**config.mk**
```make
export PLATFORM = sky130hd
export DESIGN_NAME = heichips25_spi_cfg_bridge_flat
export DESIGN_NICKNAME = d
export VERILOG_FILES = /design/src/rtl/heichips25_spi_cfg_bridge_if.sv /design/src/rtl/heichips25_spi_cfg_bridge.sv /design/src/flat_wrapper.sv
export SDC_FILE = /design/constraint.sdc
export NUM_CORES = 1
export LEC_CHECK = 0
export BUFFER_PORTS_ARGS = -buffer_cell sky130_fd_sc_hd__buf_2
export CORE_UTILIZATION = 40
export DETAILED_ROUTE_END_ITERATION = 16
export GPL_ROUTABILITY_DRIVEN = 1
export PLACE_DENSITY = 0.71
export SLEW_MARGIN = 20
export SYNTH_ARGS = -nofsm -noshare
export SYNTH_HDL_FRONTEND = slang
export SYNTH_SLANG_ARGS = --single-unit
```
**constraint.sdc**
```tcl
create_clock -name clk_i -period 2.23 [get_ports clk_i]
set_input_delay 0.3345 -clock clk_i [delete_from_list [all_inputs] [get_ports clk_i]]
set_output_delay 0.3345 -clock clk_i [all_outputs]
set_load 0.03 [all_outputs]
```
**src/rtl/heichips25_spi_cfg_bridge_if.sv**
```systemverilog
// Config-word stream between the SPI bridge (producer) and the fabric config logic (consumer).
`timescale 1ns/1ps
interface heichips25_spi_cfg_bridge_if #(
    parameter int DATA_WIDTH = 32
);
    logic [DATA_WIDTH-1:0] word_o;
    logic                  word_valid_o;
    logic                  word_ready_i;

    modport master (output word_o, word_valid_o, input word_ready_i);
    modport slave  (input word_o, word_valid_o, output word_ready_i);
endinterface

```
**src/rtl/heichips25_spi_cfg_bridge.sv**
```systemverilog
// SPI front-end for the FPGA config port: master mode streams a bitstream from flash,
// slave mode accepts words pushed by an external host. Both deliver words on cfg.
`timescale 1ns/1ps
module heichips25_spi_cfg_bridge #(
    parameter int          DATA_WIDTH  = 32,
    parameter int          NUM_WORDS   = 1024,
    parameter int          CLK_DIV     = 2,
    parameter logic [23:0] START_ADDR  = 24'h000000,
    parameter int          SYNC_STAGES = 2
) (
    input  logic clk_i,
    input  logic rst_i,
    input  logic mode_i,
    input  logic start_i,
    input  logic sclk_i,
    output logic sclk_o,
    output logic sclk_en_o,
    input  logic cs_n_i,
    output logic cs_n_o,
    output logic cs_n_en_o,
    input  logic mosi_i,
    output logic mosi_o,
    output logic mosi_en_o,
    input  logic miso_i,
    output logic miso_o,
    output logic miso_en_o,
    heichips25_spi_cfg_bridge_if.master cfg,
    output logic busy_o,
    output logic done_o,
    output logic err_o
);
    localparam int CNT_MAX = (DATA_WIDTH > 24) ? DATA_WIDTH : 24;
    localparam int BIT_W   = $clog2(CNT_MAX);
    localparam int DIV_W   = (CLK_DIV > 1) ? $clog2(CLK_DIV) : 1;
    localparam int WCNT_W  = (NUM_WORDS > 1) ? $clog2(NUM_WORDS) : 1;
    localparam logic [31:0] CMD_ADDR = {8'h03, START_ADDR};

    typedef enum logic [2:0] {IDLE, CMD, ADDR, DATA, STALL, DONE} state_t;

    state_t                  state;
    logic                    mode_q;
    logic [DIV_W-1:0]        div_cnt;
    logic [BIT_W-1:0]        bit_cnt;
    logic [WCNT_W-1:0]       word_cnt;
    logic [31:0]             out_sr;
    logic [DATA_WIDTH-1:0]   shift_q;
    logic [SYNC_STAGES-1:0]  sclk_sync;
    logic [SYNC_STAGES-1:0]  cs_sync;
    logic [SYNC_STAGES-1:0]  mosi_sync;
    logic                    sclk_prev;

    logic sclk_s, cs_s, mosi_s, host_rise;
    logic tick, word_bit_last, last_word, handshake;
    logic [DATA_WIDTH-1:0] m_next, s_next;

    assign sclk_s    = sclk_sync[SYNC_STAGES-1];
    assign cs_s      = cs_sync[SYNC_STAGES-1];
    assign mosi_s    = mosi_sync[SYNC_STAGES-1];
    assign host_rise = sclk_s & ~sclk_prev;

    assign tick          = (div_cnt == DIV_W'(CLK_DIV - 1));
    assign word_bit_last = (bit_cnt == BIT_W'(DATA_WIDTH - 1));
    assign last_word     = (word_cnt == WCNT_W'(NUM_WORDS - 1));
    assign handshake     = cfg.word_valid_o & cfg.word_ready_i;
    assign m_next        = {shift_q[DATA_WIDTH-2:0], miso_i};
    assign s_next        = {shift_q[DATA_WIDTH-2:0], mosi_s};

    // The final word's handshake ends the load, so done/busy follow it combinationally.
    assign done_o    = (state == DONE) && handshake;
    assign busy_o    = (state != IDLE) && !done_o;
    assign sclk_en_o = mode_q;
    assign cs_n_en_o = mode_q;
    assign mosi_en_o = mode_q;
    assign miso_en_o = 1'b0;
    assign miso_o    = 1'b0;

    // Host pad synchronisers plus one extra flop of sclk for edge detection
    always_ff @(posedge clk_i) begin
        if (rst_i) begin
            sclk_sync <= '0;
            cs_sync   <= '1;
            mosi_sync <= '0;
            sclk_prev <= 1'b0;
        end else begin
            sclk_sync <= {sclk_sync[SYNC_STAGES-2:0], sclk_i};
            cs_sync   <= {cs_sync[SYNC_STAGES-2:0], cs_n_i};
            mosi_sync <= {mosi_sync[SYNC_STAGES-2:0], mosi_i};
            sclk_prev <= sclk_s;
        end
    end

    always_ff @(posedge clk_i) begin
        if (rst_i) begin
            state            <= IDLE;
            mode_q           <= 1'b0;
            sclk_o           <= 1'b0;
            cs_n_o           <= 1'b1;
            mosi_o           <= 1'b0;
            cfg.word_o       <= '0;
            cfg.word_valid_o <= 1'b0;
            err_o            <= 1'b0;
            div_cnt          <= '0;
            bit_cnt          <= '0;
            word_cnt         <= '0;
        end else begin
            if (handshake) cfg.word_valid_o <= 1'b0;
            if (state == IDLE) mode_q <= mode_i;

            if (mode_q) begin
                case (state)
                    IDLE: begin
                        if (start_i) begin
                            state    <= CMD;
                            cs_n_o   <= 1'b0;
                            mosi_o   <= CMD_ADDR[31];
                            out_sr   <= {CMD_ADDR[30:0], 1'b0};
                            div_cnt  <= '0;
                            bit_cnt  <= '0;
                            word_cnt <= '0;
                        end
                    end
                    CMD, ADDR, DATA: begin
                        if (!tick) begin
                            div_cnt <= div_cnt + DIV_W'(1);
                        end else begin
                            div_cnt <= '0;
                            sclk_o  <= ~sclk_o;
                            if (!sclk_o) begin
                                bit_cnt <= bit_cnt + BIT_W'(1);
                                if (state == CMD && bit_cnt == BIT_W'(7)) begin
                                    state   <= ADDR;
                                    bit_cnt <= '0;
                                end
                                if (state == ADDR && bit_cnt == BIT_W'(23)) begin
                                    state   <= DATA;
                                    bit_cnt <= '0;
                                end
                                if (state == DATA) begin
                                    shift_q <= m_next;
                                    if (word_bit_last) begin
                                        bit_cnt          <= '0;
                                        cfg.word_o       <= m_next;
                                        cfg.word_valid_o <= 1'b1;
                                        word_cnt         <= word_cnt + WCNT_W'(1);
                                        if (last_word) state <= DONE;
                                    end
                                end
                            end else begin
                                mosi_o <= (state == DATA) ? 1'b0 : out_sr[31];
                                out_sr <= {out_sr[30:0], 1'b0};
                                // Never begin a word while the output slot is still occupied
                                if (state == DATA && bit_cnt == '0 &&
                                    cfg.word_valid_o && !cfg.word_ready_i)
                                    state <= STALL;
                            end
                        end
                    end
                    STALL: begin
                        if (!cfg.word_valid_o || cfg.word_ready_i) state <= DATA;
                    end
                    DONE: begin
                        sclk_o <= 1'b0;
                        cs_n_o <= 1'b1;
                        if (handshake) state <= IDLE;
                    end
                    default: state <= IDLE;
                endcase
            end else begin
                if (cs_s) begin
                    bit_cnt <= '0;
                end else if (host_rise) begin
                    shift_q <= s_next;
                    bit_cnt <= bit_cnt + BIT_W'(1);
                    if (word_bit_last) begin
                        bit_cnt <= '0;
                        if (cfg.word_valid_o && !cfg.word_ready_i) begin
                            err_o <= 1'b1;
                        end else begin
                            cfg.word_o       <= s_next;
                            cfg.word_valid_o <= 1'b1;
                        end
                    end
                end
            end
        end
    end
endmodule
```
**src/flat_wrapper.sv**
```systemverilog
// flat-port wrapper written by rule: the top's interface ports become plain ports
module heichips25_spi_cfg_bridge_flat 
#(
    parameter int          DATA_WIDTH  = 32,
    parameter int          NUM_WORDS   = 1024,
    parameter int          CLK_DIV     = 2,
    parameter logic [23:0] START_ADDR  = 24'h000000,
    parameter int          SYNC_STAGES = 2
)
  (clk_i, rst_i, mode_i, start_i, sclk_i, sclk_o, sclk_en_o, cs_n_i, cs_n_o, cs_n_en_o, mosi_i, mosi_o, mosi_en_o, miso_i, miso_o, miso_en_o, busy_o, done_o, err_o, cfg_word_o, cfg_word_valid_o, cfg_word_ready_i);
  heichips25_spi_cfg_bridge_if #(.DATA_WIDTH(DATA_WIDTH)) cfg_i ();
  input  logic clk_i;
  input  logic rst_i;
  input  logic mode_i;
  input  logic start_i;
  input  logic sclk_i;
  output logic sclk_o;
  output logic sclk_en_o;
  input  logic cs_n_i;
  output logic cs_n_o;
  output logic cs_n_en_o;
  input  logic mosi_i;
  output logic mosi_o;
  output logic mosi_en_o;
  input  logic miso_i;
  output logic miso_o;
  output logic miso_en_o;
  output logic busy_o;
  output logic done_o;
  output logic err_o;
  output wire logic [$bits(cfg_i.word_o)-1:0] cfg_word_o;
  output wire logic [$bits(cfg_i.word_valid_o)-1:0] cfg_word_valid_o;
  input wire logic [$bits(cfg_i.word_ready_i)-1:0] cfg_word_ready_i;
  assign cfg_word_o = cfg_i.word_o;
  assign cfg_word_valid_o = cfg_i.word_valid_o;
  assign cfg_i.word_ready_i = cfg_word_ready_i;
  heichips25_spi_cfg_bridge #(.DATA_WIDTH(DATA_WIDTH), .NUM_WORDS(NUM_WORDS), .CLK_DIV(CLK_DIV), .START_ADDR(START_ADDR), .SYNC_STAGES(SYNC_STAGES)) u_core (.clk_i(clk_i), .rst_i(rst_i), .mode_i(mode_i), .start_i(start_i), .sclk_i(sclk_i), .sclk_o(sclk_o), .sclk_en_o(sclk_en_o), .cs_n_i(cs_n_i), .cs_n_o(cs_n_o), .cs_n_en_o(cs_n_en_o), .mosi_i(mosi_i), .mosi_o(mosi_o), .mosi_en_o(mosi_en_o), .miso_i(miso_i), .miso_o(miso_o), .miso_en_o(miso_en_o), .cfg(cfg_i), .busy_o(busy_o), .done_o(done_o), .err_o(err_o));
endmodule
```
==> results.md <==
- Die Ht: 105 µm
- Outcome: complete, no violations
- Cell row count: 37
- Core region area: slightly above 10000 µm²
- Nets: 460
- I/O pins: 53
- WHS Path Cells: 2
- Yosys Warn Count: 0
- Average wire per standard cell: approximately 14 µm
- Final setup fails: 0
- Die area: approximately 11000 µm²
- Power per cell area: between 700 and 800 nW/µm²
- Maximum vdd ir drop: 0.392 mV
- Fmax achieved: 473 MHz
- Worst R2R End: u_core.bit_cnt[2]
- R2R depth: 7
- RePlAce Congestion: about 0.84
- Yosys top cell by area: dfxtp_1
- Latest clock arrival within the worst-skew pair: 0.36 ns
- P&R area growth vs syn: 14.3%
- CP max stage delay: 0.48 ns
- CTS sink cnt: approximately 100
- Leak: approximately 0.0017 µW
- Post-synthesis area per instance: between 10 and 15 µm²
- Asr flop ratio synth: 0%
- Total GRT Usage: between 10% and 20%
- Layout fillers: just under 1k
- Initial core utilization: about two fifths
- Initial antenna violation count: 0
- Critical path's top delay family: simple AND/OR/NAND/NOR gates
- Final hold slack: around 0.15 ns
- Layout cells sized above 1: a little under a third
- Die span in x: approximately 100 µm
- DPL Wire Length: roughly 5.3 mm
- Setup Fix Bufs, Post-CTS: 0
- Synth top area cells: dfxtp_1 30%, edfxtp_1 27%, a21oi_2 6.4%
- DRT Wirelength: about 8.0 mm
- Required @ worst endpoint: 1.90 ns
- Slowest-stage cell, CP: dfxtp_1
- DRT Pass-1 Iters: 4
- R2R Path Start: u_core.bit_cnt[0]
- Cells after synthesis: approximately 400
- WP buf/inv: 2
- Diodes inserted: 0
- Hold Path Sink: u_core.cs_sync[0]
- Rel. slew slack: approximately two thirds
- Root buffer cell: clkbuf_8
- Post-DRT Antenna Nets: 0
- Post-Route Setup TNS: 0 ns
- Min-delay src: cs_n_i
- Via count: approximately 2.9k
- CP Depth: 5
- Total CTS buffers: 9
- Endpoints failing hold: 0
- Final period utilization: a little over nine tenths
- Ys flop type: dfxtp_1
- Synth cell count leaders: 64 x dfxtp_1, 64 x nand2_1, 38 x edfxtp_1, 31 x a21oi_2, 27 x nor2_1
- Register area: between 2000 and 2500 µm²
- PortBufs: 50
- Netlist Area Pre-Place: 4220 µm²
- Worst slew pin tran: slightly above 0.5 ns
- Synth cell types: 57
- Synth top area share: between 30% and 40%
- WP data arrival: around 1.8 ns
- Area taken by multi-input logic gates: around 1600 µm²
- Initial drt markers: ~150
- Max_cap viols: 0
- Post-synthesis register bit count: ~100
- CTS tree: built
- Vias in the first global route: between 2k and 3k
- CP endpoint kind: output pin
- DR vias/cell: between 4 and 5
- Fin crit period: about 2.1 ns
- GRT Residual Overflow: 0
- Min-delay worst type: input pin to flip-flop
- Layout Skew: just over 0.009 ns
- First-pass GRT wire length: between 10 and 15 mm
- Final Max Slew Viols: 0
- Critical path launch point type: flip-flop
- RSZ-0062 raised after global routing: no
- Post-synth EDFFs: 38
- Total number of H-tree levels: 3
- Worst-path maximum fanout: 16
- Pin count of the biggest net entering global routing: 33
- Longest Clk Path Bufs: 2
- R2r setup slk: approximately 0.11 ns
- Reg clk slew, reported paths: 0.10 ns
- Most frequent CP cell: nor2_1
- Crit path kind: flip-flop to output pin
- DRC viols: 0
- Worst setup path startpoint: u_core.state[0]
- Seq/Total Area, Yosys: approximately 57%
- Critical-path cell list: or2_1 > buf_4 > nor2_1 > nor2_1 > buf_2
-- final cells by class --
cell class	count	area share, %
Clock buffer	12	3.43
Clock inverter	4	1.09
Inverter	7	0.545
Multi-Input combinational cell	266	33.7
Sequential cell	102	50.3
Tap cell	136	3.53
Timing Repair Buffer	61	7.43
-- cells in the final DEF, fill, tap and decap left out, types with 2 or more instances in the layout --
master / netlist / layout
nand2_1: 64 / 64
dfxtp_1: 64 / 64
buf_2: 3 / 50
edfxtp_1: 38 / 38
a21oi_2: 31 / 30
nor2_1: 27 / 27
nand2_2: 18 / 18
a21oi_1: 16 / 16
nand3_1: 15 / 15
clkbuf_8: 0 / 12
nor2b_1: 10 / 10
xnor2_1: 9 / 9
buf_4: 4 / 9
inv_1: 7 / 7
and2_1: 7 / 6
nor4_1: 6 / 6
a31oi_1: 5 / 5
nand2b_1: 4 / 4
ha_1: 4 / 4
and3_1: 3 / 3
nand3b_1: 3 / 3
nor3b_1: 3 / 3
mux2i_1: 3 / 3
mux2_2: 2 / 2
o21ai_0: 2 / 2
or2_1: 2 / 2
o21ai_1: 2 / 2
or2_2: 2 / 2
a211oi_1: 2 / 2
conb_1: 1 / 2
buf_12: 2 / 2
-- how the worst max path moves through the flow --
stage                                    end
after floorplan            u_core.out_sr[25]
after global placement    u_core.word_cnt[8]
after detailed placement  u_core.word_cnt[0]
after CTS                             busy_o
after global routing                  busy_o
final                                 busy_o
-- power breakdown --
| group | internal (µW) | switching [µW] | leakage (µW) |
|---|---|---|---|
| sequential | 1940 | 21.5 | 0.000858 |
| clock | 616 | 620 | 0.000113 |
| combinational | 74.1 | 142 | 0.000736 |
| total | 2630 | 784 | 0.00171 |
-- timing repair --
item	in CTS	in global routing
hold buffers	0	0
endpoints found under the hold margin	0	0
endpoints found under the setup margin	0	4
resized for setup	0	2
-- metrics by stage --
step                      cell area, µm²  util, %  instances  setup WS, ns  power (µW)
final                               4820     46.9        588         0.114        3410
after global routing                4820     46.9        588       0.00449        3530
after CTS                           4800     46.7        588        0.0890        3450
after detailed placement            4590     44.6        572         0.150        2220
after global placement              4590     44.6        572         0.254        2210
after floorplan                     4220        -        400         0.165        2170
-- routing by layer --
layer  global-route usage (%)  vias up  routed length (µm)
met5                        0        -                   0
met4                     5.73        0                 113
met3                     3.24       11                 262
met2                     24.4       47                3770
met1                     19.9     1389                3830
li1                         -     1466                   -
-- sequential cells by signal (all words and copies together), names as in the netlist, 2 cells and up --
register and cells:
u_core.word_cnt 10, u_core.cs_sync 2, u_core.sclk_sync 2, u_core.state 3, u_core.cfg.word_o 32, u_core.out_sr 7, u_core.bit_cnt 5, u_core.mosi_sync 2
u_core.shift_q 31
-- cell families after synthesis --
kind of cell,after synthesis,share of synthesized area [%]
AOI/OAI and AO/OA,71,12.7
xor gates and xnor gates,9,1.87
adders and majority gates,4,1.19
buffers and inverters,32,4.45
DFF,102,57.5
muxes,5,1.25
other,1,0.0890
and+or+nand+nor,175,21.0
(Power assumes the default switching activity.)
